## config.mk

```make
export PLATFORM = sky130hd
export DESIGN_NAME = uart_tx_arbiter
export DESIGN_NICKNAME = d
export VERILOG_FILES = /design/src/rtl/uart_tx_arbiter_pkg.sv /design/src/rtl/uart_tx_arbiter_rr_pick.sv /design/src/rtl/uart_tx_arbiter.sv
export SDC_FILE = /design/constraint.sdc
export NUM_CORES = 1
export LEC_CHECK = 0
export BUFFER_PORTS_ARGS = -buffer_cell sky130_fd_sc_hd__buf_2
export CORE_UTILIZATION = 52
export DETAILED_ROUTE_END_ITERATION = 8
export HOLD_SLACK_MARGIN = 0.06
export MAX_ROUTING_LAYER = met4
export PLACE_DENSITY_LB_ADDON = 0.08
export SYNTH_ARGS = -nofsm -noshare
export SYNTH_HDL_FRONTEND = slang
export SYNTH_SLANG_ARGS = --single-unit
```

## constraint.sdc

```tcl
create_clock -name clk -period 4.3 [get_ports clk]
set_input_delay 0.86 -clock clk [delete_from_list [all_inputs] [get_ports clk]]
set_output_delay 0.86 -clock clk [all_outputs]
set_load 0.1 [all_outputs]
```

## src/rtl/uart_tx_arbiter_pkg.sv

```systemverilog
// Shared definitions for the UART TX arbiter: FSM encodings and default byte width.
package uart_tx_arbiter_pkg;

  localparam int UART_DATA_W = 8;

  localparam logic [1:0] ST_IDLE    = 2'd0;
  localparam logic [1:0] ST_SEND    = 2'd1;
  localparam logic [1:0] ST_RELEASE = 2'd2;

endpackage

```

## src/rtl/uart_tx_arbiter_rr_pick.sv

```systemverilog
// Combinational round-robin picker: first set request at or after ptr_i, wrapping.
module uart_tx_arbiter_rr_pick #(
  parameter int N  = 4,
  parameter int PW = (N > 1) ? $clog2(N) : 1
) (
  input  logic [N-1:0]  req_i,
  input  logic [PW-1:0] ptr_i,
  output logic [N-1:0]  gnt_o,
  output logic [PW-1:0] idx_o,
  output logic          vld_o
);

  // Scan from the farthest offset down so the nearest request wins last.
  always_comb begin
    int jj;
    logic [PW-1:0] j;
    gnt_o = '0;
    idx_o = '0;
    vld_o = 1'b0;
    jj    = 0;
    j     = '0;
    for (int k = N - 1; k >= 0; k--) begin
      jj = (int'(ptr_i) + k) % N;
      j  = PW'(jj);
      if (req_i[j]) begin
        gnt_o    = '0;
        gnt_o[j] = 1'b1;
        idx_o    = j;
        vld_o    = 1'b1;
      end
    end
  end

endmodule

```

## src/rtl/uart_tx_arbiter.sv

```systemverilog
// Shares one uart_tx serializer between N_REQ byte producers with per-message
// round-robin arbitration and a start/done handshake toward the serializer.
module uart_tx_arbiter
  import uart_tx_arbiter_pkg::*;
#(
  parameter int N_REQ  = 4,
  parameter int DATA_W = UART_DATA_W
) (
  input  logic                    clk,
  input  logic                    rst,
  input  logic [N_REQ-1:0]        req,
  input  logic [N_REQ-1:0]        last,
  input  logic [N_REQ*DATA_W-1:0] data,
  output logic [N_REQ-1:0]        ack,
  output logic [N_REQ-1:0]        grant,
  output logic                    tx_start,
  output logic [DATA_W-1:0]       tx_d_out,
  input  logic                    tx_done,
  output logic                    busy
);

  localparam int PW = (N_REQ > 1) ? $clog2(N_REQ) : 1;

  logic [1:0]        state_q, state_d;
  logic [PW-1:0]     owner_q, owner_d;
  logic [PW-1:0]     rr_q, rr_d;
  logic              lock_q, lock_d;
  logic              tx_start_q, tx_start_d;
  logic [N_REQ-1:0]  grant_q, grant_d;
  logic [N_REQ-1:0]  ack_q, ack_d;
  logic [DATA_W-1:0] tx_d_q, tx_d_d;

  logic [N_REQ-1:0]  elig, pick_gnt;
  logic [PW-1:0]     pick_idx;
  logic              pick_vld, owner_req;

  // While a message is open only its owner may win; if the owner drops req
  // the lock is abandoned and everyone competes again in the same cycle.
  assign owner_req = req[owner_q];
  assign elig      = (lock_q && owner_req) ? (N_REQ'(1) << owner_q) : req;

  uart_tx_arbiter_rr_pick #(.N(N_REQ), .PW(PW)) u_pick (
    .req_i (elig),
    .ptr_i (rr_q),
    .gnt_o (pick_gnt),
    .idx_o (pick_idx),
    .vld_o (pick_vld)
  );

  always_comb begin
    state_d    = state_q;
    owner_d    = owner_q;
    rr_d       = rr_q;
    lock_d     = lock_q;
    tx_start_d = tx_start_q;
    grant_d    = grant_q;
    ack_d      = '0;
    tx_d_d     = tx_d_q;
    case (state_q)
      ST_IDLE: begin
        if (lock_q && !owner_req) begin
          lock_d  = 1'b0;
          grant_d = '0;
        end
        if (pick_vld) begin
          owner_d    = pick_idx;
          grant_d    = pick_gnt;
          lock_d     = ~last[pick_idx];
          tx_d_d     = data[pick_idx*DATA_W +: DATA_W];
          tx_start_d = 1'b1;
          state_d    = ST_SEND;
        end
      end
      ST_SEND: begin
        if (tx_done) begin
          tx_start_d     = 1'b0;
          ack_d[owner_q] = 1'b1;
          state_d        = ST_RELEASE;
        end
      end
      ST_RELEASE: begin
        // Waiting for done to fall keeps a stale done from ending the next frame.
        if (!tx_done) begin
          state_d = ST_IDLE;
          if (!lock_q) begin
            grant_d = '0;
            rr_d    = (owner_q == PW'(N_REQ - 1)) ? '0 : owner_q + PW'(1);
          end
        end
      end
      default: state_d = ST_IDLE;
    endcase
  end

  always_ff @(posedge clk) begin
    if (rst) begin
      state_q    <= ST_IDLE;
      owner_q    <= '0;
      rr_q       <= '0;
      lock_q     <= 1'b0;
      tx_start_q <= 1'b0;
      grant_q    <= '0;
      ack_q      <= '0;
      tx_d_q     <= '0;
    end else begin
      state_q    <= state_d;
      owner_q    <= owner_d;
      rr_q       <= rr_d;
      lock_q     <= lock_d;
      tx_start_q <= tx_start_d;
      grant_q    <= grant_d;
      ack_q      <= ack_d;
      tx_d_q     <= tx_d_d;
    end
  end

  assign ack      = ack_q;
  assign grant    = grant_q;
  assign tx_start = tx_start_q;
  assign tx_d_out = tx_d_q;
  assign busy     = (state_q != ST_IDLE) || lock_q;

endmodule

```

==> flow_summary.toml <==
[cts]
insertion_delay_ns = 0.27
clk_pin_slew_ns = 0.09
postCtsSetupBuffers = 0
cts-buffers-inserted = 3
cts_buffer_depth = 2
htree_num_levels = 1
cts_hold_repair.buffers = 0
clkSinkCount = 24
cts_tree = "built"
clock-root-buffer = "clkbuf_8"
cts_resized = 0

[setup_path]
crit_slowest_cell = "mux4_1"
worstPathArrival_ns = 3.75
reg2regPathDepth = 8
path_class = "flip-flop to flip-flop"
timing.critical_path.required_ns = 4.49
critical_path.endpoint = "lock_q$_SDFFE_PP0P_"
path_cells = "inv_1, ha_1, mux4_1, nor2b_4, a2111o_4, a31oi_4, mux2_2, o211ai_1"
critPathMaxFanout = 14
slowest_delay_ns = 0.60
end_kind = "flip-flop"
critPathLaunch = "rr_q[1]$_SDFFE_PP0P_"
regToRegSetupSlack_ns = 0.74
reg2reg_from = "rr_q[1]$_SDFFE_PP0P_"
rr_endpoint = "lock_q$_SDFFE_PP0P_"
worstSetupStartpointType = "flip-flop"

[route]
drc = 0
drt_wl_total_mm = 5.17
wl_per_cell_um = 16.1
first_pass_iters = 4
postRouteAntennaNets = 0
drt_iter0_markers = 102
vias = 1984
viasPerCell = 6.18

[sta]
hold_viol = 0
fmax_mhz = 281
setup_viol = 0
relSlewSlack_pct = 52.3
post-route-min-period_ns = 3.56
slew_viol_final = 0
rsz0062_at_grt = "false"
worst_clock_skew_ns = 0.00705
worst_pin_slew_ns = 0.706
period_share_pct = 82.7
tns_ns = 0

[cells_and_area]
antennaDiodeCount = 0
syn2layout_area_growth_pct = 16.7
regArea_um2 = 480
final_cell_area_um2 = 2430
drive_gt1_share_pct = 32.6
multi_input_area_um2 = 1470
final_util_pct = 64.8
nFillCells = 339
fin_nets = 328

[logic_synthesis]
syn_area_um2 = 2080
syn_inst = 221
post-synth-top-count-cell = "dfxtp_1"
synth_top_cell_by_area = "dfxtp_1"
syn_area_per_cell_um2 = 9.41
syn_nets = 275
synth_common_cells = "dfxtp_1 (24), mux2i_1 (18), nor2_1 (15)"
synthTopCellsByArea = "dfxtp_1 (23%), mux2i_1 (8.7%), ha_1 (6.6%)"
synth-main-ff-cell = "dfxtp_1"
yosysWarnings = 0
synth_top_area_share_pct = 23.1
ys_ff_latch = 24
synth.distinct_cells = 53
synthArstFlopShare_pct = 0
synth_enable_flop_cells = 0
seq_area_frac_synth_pct = 23.1

[die]
fp.dieArea_um2 = 4260
initial_utilization_pct = 55.5
die_h_um = 65.2
die_w_um = 65.2
core_area_um2 = 3740
rows = 22
num_io_pins = 61

[placed_design]
io_buffers = 60
dp_hpwl_mm = 3.83
gp_congestion = 0.873
placed_area_um2 = 2370

[grt]
grt_pass1_vias = 1908
grt_usage_pct = 26.3
antenna_found_initial = 0
grt_pass1_wl_mm = 8.60
grt.overflow.total = 0
grt_max_degree = 25

[min_path]
hold_depth = 2
holdCritPathClass = "flip-flop to flip-flop"

[pwr]
p_total_mw = 0.945
p_leak_nw = 1.06
ir_worst_vdd_uv = 247
powerDensity_nw_per_um2 = 389

[job]
maxCapViolCount = 0

[run_status]
status = "completed"
worst min path at each step:
stage / endpoint / slack, ns / startpoint
after floorplan: owner_q[0]$_SDFFE_PP0P_ / 0.55 / owner_q[0]$_SDFFE_PP0P_
after global placement: tx_d_out[5]$_SDFFE_PP0P_ / 0.49 / tx_d_out[5]$_SDFFE_PP0P_
after detailed placement: tx_d_out[3]$_SDFFE_PP0P_ / 0.49 / tx_d_out[3]$_SDFFE_PP0P_
after CTS: tx_d_out[5]$_SDFFE_PP0P_ / 0.52 / tx_d_out[5]$_SDFFE_PP0P_
after global routing: tx_d_out[7]$_SDFFE_PP0P_ / 0.56 / tx_d_out[7]$_SDFFE_PP0P_
final: tx_d_out[5]$_SDFFE_PP0P_ / 0.51 / tx_d_out[5]$_SDFFE_PP0P_
final cells by class:
type                       count  area share, %
inverter                      11           1.70
sequential                    24           19.8
clock buffer                   4           2.27
multi-input combinational    171           60.5
tap                           48           2.47
timing repair buffer          63           13.3
report_power, final:
group,internal [mW],total [mW],switching (mW)
clock network,0.0818,0.157,0.0748
registers,0.251,0.274,0.0230
logic,0.157,0.514,0.357
per-layer routing:
layer | GRT usage, % | wire, um | up-vias
li1 | - | - | 971
met3 | 4.34 | 222 | 8
met4 | 5.16 | 44 | 0
met5 | - | 0 | -
met1 | 30.9 | 2270 | 934
met2 | 47.0 | 2640 | 71
logic make-up (layout without fill, tap and decap cells):
group	after synthesis	count (layout)	share of synthesized area, %
AO/OA/AOI/OAI	67	67	27.3
AND/OR/NAND/NOR	61	61	15.9
multiplexers	31	31	20.4
buffers and inverters	26	78	6.32
flip-flops	24	24	23.1
adder cells (fa/ha/maj)	11	11	6.62
XOR/XNOR	1	1	0.421
flip-flops by register name (all words and copies together), names as in the netlist:
name and count:
lock_q 1, ack 4, rr_q 2, tx_d_out 8, owner_q 2, state_q 2, grant 4, tx_start 1
placed cells by master, fill, tap and decap left out, types with 5 or more instances in the layout:
master / n
a221oi_1: 6
mux2i_1: 18
nand2_1: 10
nand3_1: 6
mux2_2: 5
ha_1: 11
a311oi_1: 5
dfxtp_1: 24
mux4_2: 6
a211oi_1: 9
o221ai_1: 9
buf_2: 60
nor2_1: 15
inv_1: 11
a21oi_1: 8
per-stage QoR:
| step | cells | hold slack (ns) | worst slack [ns] |
|---|---|---|---|
| final | 321 | 0.514 | 0.744 |
| after global routing | 321 | 0.555 | 0.576 |
| after CTS | 321 | 0.516 | 0.744 |
| after detailed placement | 317 | 0.489 | 0.794 |
| after global placement | 317 | 0.488 | 0.839 |
| after floorplan | 221 | 0.552 | 0.845 |
critical path: cells and delay by family (launching register included):
family          cells  cell delay [ns]
simple gates        1             0.16
compound gates      3             1.13
buf+inv             1             0.21
fa+ha+maj           1             0.46
mux                 2             1.01
flops               1             0.51
(Power assumes the default switching activity.)
